## config.mk

```make
export PLATFORM = sky130hd
export DESIGN_NAME = mem_port_arbiter
export DESIGN_NICKNAME = d
export VERILOG_FILES = /design/src/rtl/mem_port_arbiter_pkg.sv /design/src/rtl/mem_port_arbiter_rr_arbiter2.sv /design/src/rtl/mem_port_arbiter.sv
export SDC_FILE = /design/constraint.sdc
export NUM_CORES = 1
export LEC_CHECK = 0
export BUFFER_PORTS_ARGS = -buffer_cell sky130_fd_sc_hd__buf_4
export CORE_ASPECT_RATIO = 2
export CORE_UTILIZATION = 45
export DETAILED_ROUTE_END_ITERATION = 12
export GPL_TIMING_DRIVEN = 0
export PLACE_DENSITY_LB_ADDON = 0.15
export SKIP_LAST_GASP = 1
export SLEW_MARGIN = 10
export SYNTH_ARGS = -nofsm -noshare
export SYNTH_HDL_FRONTEND = slang
export SYNTH_SLANG_ARGS = --single-unit
```

## constraint.sdc

```tcl
create_clock -name clk -period 1.9 [get_ports clk]
set_input_delay 0.57 -clock clk [delete_from_list [all_inputs] [get_ports clk]]
set_output_delay 0.57 -clock clk [all_outputs]
set_load 0.005 [all_outputs]
```

## src/rtl/mem_port_arbiter_pkg.sv

```systemverilog
// -----------------------------------------------------------------------------
// mem_port_arbiter_pkg
// Shared types for the IM/DM memory port arbiter: FSM state and access-owner
// encodings, the wait-counter width, and the "is this requester pending" rule.
// -----------------------------------------------------------------------------
package mem_port_arbiter_pkg;

  typedef enum logic [1:0] {
    IDLE   = 2'd0,
    ACCESS = 2'd1,
    RESP   = 2'd2
  } state_t;

  typedef enum logic {
    OWN_IM = 1'b0,
    OWN_DM = 1'b1
  } owner_t;

  // Width of the ACCESS wait counter; bounds TIMEOUT_CYC to 1..255.
  localparam int WAIT_CNT_W = 8;

  // A requester wants the memory when it reads or writes any byte.
  function automatic logic is_pending(input logic rd, input logic [3:0] wr_mask);
    return rd | (|wr_mask);
  endfunction

endpackage

```

## src/rtl/mem_port_arbiter_rr_arbiter2.sv

```systemverilog
// -----------------------------------------------------------------------------
// rr_arbiter2
// Two-input round-robin arbiter between IM and DM. The grant is combinational
// from the requests and the last_grant register; last_grant only moves when the
// caller strobes grant_stb, i.e. when the grant is actually taken.
//
// Ports:
//   clk        clock
//   rst        asynchronous active-low reset (last_grant -> OWN_IM)
//   req_im     IM pending
//   req_dm     DM pending
//   grant_stb  grant is consumed this cycle; record gnt_owner as last_grant
//   gnt_valid  at least one requester is pending
//   gnt_owner  requester that wins this cycle
// -----------------------------------------------------------------------------
module rr_arbiter2
  import mem_port_arbiter_pkg::*;
(
  input  logic   clk,
  input  logic   rst,
  input  logic   req_im,
  input  logic   req_dm,
  input  logic   grant_stb,
  output logic   gnt_valid,
  output owner_t gnt_owner
);

  owner_t last_grant;

  // NOTE: every output of a combinational block gets a default before any
  // branch, so no path leaves it unassigned and no latch is inferred.
  always_comb begin
    gnt_valid = req_im | req_dm;
    gnt_owner = OWN_IM;
    if (req_im && req_dm) begin
      // Tie: the side that did not win last time goes first.
      if (last_grant == OWN_IM) gnt_owner = OWN_DM;
      else                      gnt_owner = OWN_IM;
    end else if (req_dm) begin
      gnt_owner = OWN_DM;
    end
  end

  // NOTE: state registers use non-blocking assignments so every flop samples
  // pre-edge values, independent of process evaluation order.
  always_ff @(posedge clk or negedge rst) begin
    if (!rst) begin
      last_grant <= OWN_IM;
    end else if (grant_stb) begin
      last_grant <= gnt_owner;
    end
  end

endmodule

```

## src/rtl/mem_port_arbiter.sv

```systemverilog
// -----------------------------------------------------------------------------
// mem_port_arbiter
// Shares one single-port memory between the instruction-fetch (IM) and data
// (DM) requesters. One access at a time: IDLE grants and latches the request,
// ACCESS holds mem_req with stable address/data until mem_ack or a timeout,
// RESP pulses the owner's Valid for one cycle with the returned data.
//
// Ports:
//   clk, rst                       clock, asynchronous active-low reset
//   IM_Mem_R/IM_Mem_W/IM_addr      IM request (read level, byte write mask)
//   IM_rdata/IM_Valid              IM response, Valid is a one-cycle pulse
//   DM_Mem_R/DM_Mem_W/DM_addr/
//   DM_wdata                       DM request
//   DM_rdata/DM_Valid              DM response, Valid is a one-cycle pulse
//   mem_req/mem_we/mem_addr/
//   mem_wdata                      memory request, held until mem_ack
//   mem_ack/mem_rdata              memory completion and read data
//   bus_err                        sticky: some access timed out
// -----------------------------------------------------------------------------
module mem_port_arbiter
  import mem_port_arbiter_pkg::*;
#(
  parameter int memAddrWidth = 15,
  parameter int DATA_W       = 32,
  parameter int TIMEOUT_CYC  = 255
) (
  input  logic                    clk,
  input  logic                    rst,
  input  logic                    IM_Mem_R,
  input  logic [3:0]              IM_Mem_W,
  input  logic [memAddrWidth-1:0] IM_addr,
  output logic [DATA_W-1:0]       IM_rdata,
  output logic                    IM_Valid,
  input  logic                    DM_Mem_R,
  input  logic [3:0]              DM_Mem_W,
  input  logic [memAddrWidth-1:0] DM_addr,
  input  logic [DATA_W-1:0]       DM_wdata,
  output logic [DATA_W-1:0]       DM_rdata,
  output logic                    DM_Valid,
  output logic                    mem_req,
  output logic [3:0]              mem_we,
  output logic [memAddrWidth-1:0] mem_addr,
  output logic [DATA_W-1:0]       mem_wdata,
  input  logic                    mem_ack,
  input  logic [DATA_W-1:0]       mem_rdata,
  output logic                    bus_err
);

  // Last ACCESS cycle index before the watchdog fires.
  localparam logic [WAIT_CNT_W-1:0] WAIT_LAST = WAIT_CNT_W'(TIMEOUT_CYC - 1);

  state_t                  state, next_state;
  owner_t                  owner, gnt_owner;
  logic                    gnt_valid;
  logic                    grant_stb, ack_done, time_out;
  logic [memAddrWidth-1:0] lat_addr;
  logic [DATA_W-1:0]       lat_wdata;
  logic [3:0]              lat_mask;
  logic [WAIT_CNT_W-1:0]   wait_cnt;
  logic [DATA_W-1:0]       im_rdata_q, dm_rdata_q, rd_val;
  logic                    bus_err_q;

  rr_arbiter2 u_rr (
    .clk       (clk),
    .rst       (rst),
    .req_im    (is_pending(IM_Mem_R, IM_Mem_W)),
    .req_dm    (is_pending(DM_Mem_R, DM_Mem_W)),
    .grant_stb (grant_stb),
    .gnt_valid (gnt_valid),
    .gnt_owner (gnt_owner)
  );

  // ---------------------------------------------------------------------------
  // FSM
  // ---------------------------------------------------------------------------
  always_ff @(posedge clk or negedge rst) begin
    if (!rst) state <= IDLE;
    else      state <= next_state;
  end

  always_comb begin
    next_state = state;
    grant_stb  = 1'b0;
    ack_done   = 1'b0;
    time_out   = 1'b0;
    case (state)
      IDLE: begin
        if (gnt_valid) begin
          grant_stb  = 1'b1;
          next_state = ACCESS;
        end
      end
      ACCESS: begin
        // An ack in the final allowed cycle still counts as a completion.
        if (mem_ack) begin
          ack_done   = 1'b1;
          next_state = RESP;
        end else if (wait_cnt == WAIT_LAST) begin
          time_out   = 1'b1;
          next_state = RESP;
        end
      end
      RESP:    next_state = IDLE;
      default: next_state = IDLE;
    endcase
  end

  // Writes and aborted accesses return zero data.
  always_comb begin
    rd_val = '0;
    if (ack_done && lat_mask == 4'b0000) rd_val = mem_rdata;
  end

  // ---------------------------------------------------------------------------
  // Request latches, wait counter, response registers
  // ---------------------------------------------------------------------------
  always_ff @(posedge clk or negedge rst) begin
    if (!rst) begin
      owner      <= OWN_IM;
      lat_addr   <= '0;
      lat_wdata  <= '0;
      lat_mask   <= '0;
      wait_cnt   <= '0;
      im_rdata_q <= '0;
      dm_rdata_q <= '0;
      bus_err_q  <= 1'b0;
    end else begin
      if (grant_stb) begin
        owner    <= gnt_owner;
        wait_cnt <= '0;
        if (gnt_owner == OWN_DM) begin
          lat_addr  <= DM_addr;
          lat_wdata <= DM_wdata;
          lat_mask  <= DM_Mem_W;
        end else begin
          // IM has no write-data port; an IM write stores zeros under its mask.
          lat_addr  <= IM_addr;
          lat_wdata <= '0;
          lat_mask  <= IM_Mem_W;
        end
      end

      if (state == ACCESS && !ack_done && !time_out) begin
        wait_cnt <= wait_cnt + WAIT_CNT_W'(1);
      end

      if (ack_done || time_out) begin
        if (owner == OWN_DM) dm_rdata_q <= rd_val;
        else                 im_rdata_q <= rd_val;
      end

      if (time_out) bus_err_q <= 1'b1;
    end
  end

  // ---------------------------------------------------------------------------
  // Outputs: all driven from registers, no combinational path from requesters.
  // ---------------------------------------------------------------------------
  assign mem_req   = (state == ACCESS);
  assign mem_we    = mem_req ? lat_mask : 4'b0000;
  assign mem_addr  = lat_addr;
  assign mem_wdata = lat_wdata;

  assign IM_Valid  = (state == RESP) && (owner == OWN_IM);
  assign DM_Valid  = (state == RESP) && (owner == OWN_DM);
  assign IM_rdata  = im_rdata_q;
  assign DM_rdata  = dm_rdata_q;
  assign bus_err   = bus_err_q;

endmodule

```

==> run metrics, run 1 <==
status=finished, final reports clean; Layout Area Growth over Synthesis=49.4%; RSZ-0062 raised after global routing=true; gpl congestion=0.847; largest net degree at the start of global routing=88; final setup vio count=0; GRT overflow=0; layer carrying the most global-route usage=met2; synthesized area per cell=13.7 µm²; Max clock buf depth=2; final worst path period need=1.85 ns; clock root buffer master=clkbuf_16; total number of yosys warnings=0; TritonCTS Sinks=127; leakage power=3.96 nW; layout cells sized above 1=50.6%; Detailed Route WL=14.9 mm; Netlist cell types=47; Post-Syn Instances=383; worst slew pin tran=0.495 ns; Top delay family on crit path=flip-flops; number of synthesized flops with an enable pin=0; Mapped Area=0.00524 mm²; clock-pin slew of the registers on the worst-case setup and hold paths=0.06 ns; via count of the routed design=4,352; Clock H-tree levels=4; drt pass-1 iters=4; CP Launch Type=flop; wire per inst=18.9 µm; CTS tree=done; Highest Clock Rate=0.540 GHz; number of DRC markers in iteration 0=134; worst vdd ir=0.837 mV; Post-synth ARST share=100%; die height=155 µm; Synth top cells by count=dfrtp_1, a22o_1, buf_2; Layout Skew=0.00970 ns; Net Count, Synth=492; IO buf count=225; WS Path Type=reg2out; ys flop type=dfrtp_1; Worst Hold Class=in2async; GR Util met2=46.1%; Tot GR Track Use=25.6%; Synth area leaders=dfrtp_1, a22o_1, a311oi_1; total of max-cap violations=0; sequential area share after synthesis=60.6%; first-pass GRT wire length=23.9 mm; Top Ports=226; die footprint=0.0121 mm²; most common cell in the netlist=dfrtp_1; crit share post-route=97.5%; routed vias/inst=5.52; Hold Violations, Final=0; WP buf/inv=2; clk_lat worst skew=0.41 ns; worst-path fanout max=4; # DRC=0; Crit path required time=1.33 ns; CP max-delay cell=dfrtp_1; Die X=78.3 µm; crit-path cells=buf_4 -> nor3b_2 -> buf_4; row count=55; cell taking the most area after synthesis=dfrtp_1; PD cells=1410 mW/mm²; met1 usage=28.4%; core box area=0.0114 mm²; path depth of the worst reg2reg path=7; Worst path max stage delay=0.42 ns; initial core utilization=46.2%; Hold-fix buffers, CTS=0; CP Capture Type=primary output; number of global-route vias before repair=4,785; setup tns final=0 ns; ANT nets after route=0; dpl hpwl=10.7 mm; Worst path most repeated cell=buf_4; CP arrival=1.28 ns; number of antenna diodes=0; CTS buffer count=17; top cell type's share of synthesized area=60.6%; number of synthesized register bits=127; GR Layer Usage met3=6.96%; fin nets=742; WHS=0.0652 ns; Slew Limit Fails=0; Worst path depth=3; initial antenna violation count=0; Slew HR=66.9%
## power breakdown
part	internal [mW]	switching (mW)	total (mW)
logic	2.22	1.78	4.00
registers	3.42	0.483	3.90
clock network	1.96	1.20	3.17
total	7.60	3.47	11.1
## final timing paths
| check | startpoint | to | slack (ns) |
|---|---|---|---|
| min in group clk | DM_wdata[4] | mem_wdata[4] | 0.37 |
| max in group asynchronous | rst | mem_wdata[28] | 1.03 |
| worst max-delay path | state[1] | DM_Valid | 0.05 |
| worst min register to register | bus_err | bus_err | 0.46 |
| worst min-delay path | rst | IM_rdata[8] | 0.07 |
| worst max register to register | wait_cnt[0] | DM_rdata[15] | 0.08 |
## sequential cells by signal (all words and copies together) (netlist names)
signal and cells:
mem_addr 15, wait_cnt 8, owner 1, lat_mask 4, state 2, DM_rdata 32
bus_err 1, mem_wdata 32, IM_rdata 32
## repair_timing
action,4_1_cts,5_1_grt
cloned,0,0
buffers inserted,4,2
pin swaps,1,1
endpoints found under the setup margin,4,70
gates resized for setup,9,9
## cell families after synthesis
kind of cell	after synthesis	synth area share [%]
compound gates	168	26.9
flops	127	60.6
simple gates	44	6.21
buf+inv	37	4.94
xor+xnor	4	0.668
fa+ha+maj	2	0.477
mux	1	0.191
## cells in the final DEF, fill, tap and decap left out, types with 10 or more instances in the layout
master	n
buf_4	227
dfrtp_1	126
a22o_1	96
buf_2	19
o21ai_0	19
clkbuf_16	17
buf_6	15
a311oi_1	15
a2bb2oi_1	10
## metal layers
metal / share of wire [%] / wire, µm
met4: 1.9 / 286
met1: 37 / 5590
met5: 0 / 0
met3: 6.6 / 982
met2: 54 / 8070
## layout make-up
cell class	count	area, µm²
plain buffers	31	235
clock buffers	19	443
clock inverters	13	139
fillers	878	3530
inverters	5	18.8
multi-input cells	219	1860
flip-flops and latches	127	3180
well taps	142	178
repair buffers	232	1780
## per-stage QoR
step / util [%] / power, mW / setup slack (ns) / cell area, µm² / std cells
after floorplan: - / 5.87 / 0.144 / 5240 / 383
after global placement: 62.6 / 7.60 / -0.122 / 7110 / 750
after detailed placement: 62.9 / 7.74 / -0.234 / 7140 / 751
after CTS: 68.5 / 11.1 / -0.00923 / 7780 / 787
after global routing: 68.9 / 11.6 / -0.0421 / 7830 / 788
final: 68.9 / 11.1 / 0.0473 / 7830 / 788
Power figures use the tool's default switching activity.
==> inputs of run 2 (changes only) <==
CTS_BUF_LIST = sky130_fd_sc_hd__clkbuf_4   (was default)
==> run metrics, run 2 (synthesis gave the netlist of run 1 again) <==
Layout Skew=0.0262 ns (was 0.00970 ns); setup tns final=-0.158 ns (was 0 ns); CP Capture Type=primary output (unchanged); via count of the routed design=4,406 (was 4,352); TritonCTS Sinks=127 (unchanged); wire per inst=18.4 µm (was 18.9 µm); hold path startpoint=DM_wdata[4]; layout cells sized above 1=51.2% (was 50.6%); Clock H-tree levels=4 (unchanged); worst vdd ir=0.853 mV (was 0.837 mV); Total Power=9.77 mW (was 11.1 mW); initial core utilization=46.2% (unchanged); row count=55 (unchanged); Layout Area Growth over Synthesis=44.9% (was 49.4%); post-route cell area=0.00759 mm² (was 0.00783 mm²); Slew HR=70.6% (was 66.9%); WS Path Type=reg2out (unchanged); met1 usage=28.0% (was 28.4%); CP arrival=1.36 ns (was 1.28 ns); Final WS setup=-0.0327 ns (was 0.0473 ns); fin nets=750 (was 742); Top Ports=226 (unchanged); commonest non-fill, non-tap cell in the layout=buf_4 (unchanged); most frequent cells in the layout=buf_4, dfrtp_1, a22o_1 (unchanged); CTS buffer count=17 (unchanged); clock root buffer master=clkbuf_4 (was clkbuf_16); number of DRC markers in iteration 0=143 (was 134); Detailed Route WL=14.7 mm (was 14.9 mm); RSZ-0062 raised after global routing=true (unchanged); dpl hpwl=10.7 mm (unchanged); first-pass GRT wire length=23.8 mm (was 23.9 mm); Worst Hold Class=in2reg (was in2async); Slew Limit Fails=0 (unchanged); Die X=78.3 µm (unchanged); number of global-route vias before repair=4,817 (was 4,785); Hold Violations, Final=0 (unchanged); status=finished, violations left (was finished, final reports clean); crit share post-route=102% (was 97.5%); die footprint=0.0121 mm² (unchanged); clock-pin slew of the registers on the worst-case setup and hold paths=0.12 ns (was 0.06 ns); leakage power=3.87 nW (was 3.96 nW); Highest Clock Rate=0.517 GHz (was 0.540 GHz); total of max-cap violations=0 (unchanged); WP buf/inv=1 (was 2); final setup vio count=7 (was 0); initial antenna violation count=1 (was 0); GR Layer Usage met3=6.78% (was 6.96%); Cell Area, Placed=0.00714 mm² (unchanged); die height=155 µm (unchanged); Top delay family on crit path=flip-flops (unchanged); GRT overflow=0 (unchanged); fillcell total=918 (was 878); routed vias/inst=5.53 (was 5.52); CP Launch Point=state[1] (unchanged); ANT nets after route=0 (unchanged); Crit path required time=1.33 ns (about the same); layer carrying the most global-route usage=met2 (unchanged); violated checks=negative setup slack; core box area=0.0114 mm² (unchanged); CP max-delay cell=dfrtp_1 (unchanged); worst slew pin tran=0.442 ns (was 0.495 ns); CP Launch Type=flop (unchanged); Reg2Reg Launch Point=state[1] (was wait_cnt[0]); GR Util met2=45.2% (was 46.1%); gpl congestion=0.847 (unchanged); drt pass-1 iters=4 (unchanged); PD cells=1290 mW/mm² (was 1410 mW/mm²); # DRC=0 (unchanged); Tot GR Track Use=25.3% (was 25.6%); clk_lat worst skew=0.51 ns (was 0.41 ns); post-layout util=66.9% (was 68.9%); largest net degree at the start of global routing=88 (unchanged); IO buf count=225 (unchanged); crit-path cells=nor2b_4 -> and2_4 -> buf_6 (was buf_4 -> nor3b_2 -> buf_4); final worst path period need=1.93 ns (was 1.85 ns); Max clock buf depth=2 (unchanged); CTS tree=done (unchanged); Worst path max stage delay=0.43 ns (was 0.42 ns); worst-path fanout max=6 (was 4)
## run 2: routing by layer
metal,share of wire (%),vias to the layer above
met2,54,183
li1,-,2013
met1,37,2185
met4,2.3,0
met5,0,-
met3,6.7,25
## run 2: report_power, final
group	total, mW	switching [mW]	internal [mW]
clock	1.80	1.01	0.789
sequential	3.87	0.464	3.41
combinational	4.10	1.80	2.29
## run 2: per-stage QoR
step | cells | hold slack, ns | worst slack, ns
3_3_place_gp | 750 | 0.443 | -0.122
4_1_cts | 790 | 0.210 | -0.146
2_1_floorplan | 383 | 0.274 | 0.144
5_1_grt | 797 | 0.223 | -0.121
6_report | 797 | 0.266 | -0.0327
3_5_place_dp | 751 | 0.451 | -0.234
## run 2: what timing repair did
| action | in CTS | in global routing |
|---|---|---|
| hold buffers | 1 | 0 |
| setup buffers | 6 | 7 |
| endpoints found under the setup margin | 7 | 102 |
| hold endpoints to repair | 40 | 0 |
| resized for setup | 11 | 8 |
| pin swaps | 1 | 6 |
## run 2: final timing paths
path / end / slack, ns / depth (start not counted)
min in group asynchronous: IM_rdata[8] / 0.54 / 2
worst min-delay path: mem_wdata[4] / 0.27 / 2
worst max register to register: mem_wdata[11] / 0.09 / 7
worst max-delay path: mem_we[0] / -0.03 / 3
worst min register to register: bus_err / 0.47 / 1
max in group asynchronous: DM_rdata[14] / 0.59 / 3
## run 2: layout make-up
| type | instances | area, µm² | share of cell area, % |
|---|---|---|---|
| antenna | 1 | 2.50 | 0.0330 |
| buffer | 31 | 235 | 3.10 |
| clock buffer | 18 | 135 | 1.78 |
| clock inverter | 14 | 143 | 1.88 |
| inverter | 5 | 18.8 | 0.247 |
| multi-input combinational | 219 | 1860 | 24.5 |
| sequential | 127 | 3180 | 41.9 |
| tap | 142 | 178 | 2.34 |
| timing repair buffer | 240 | 1840 | 24.3 |
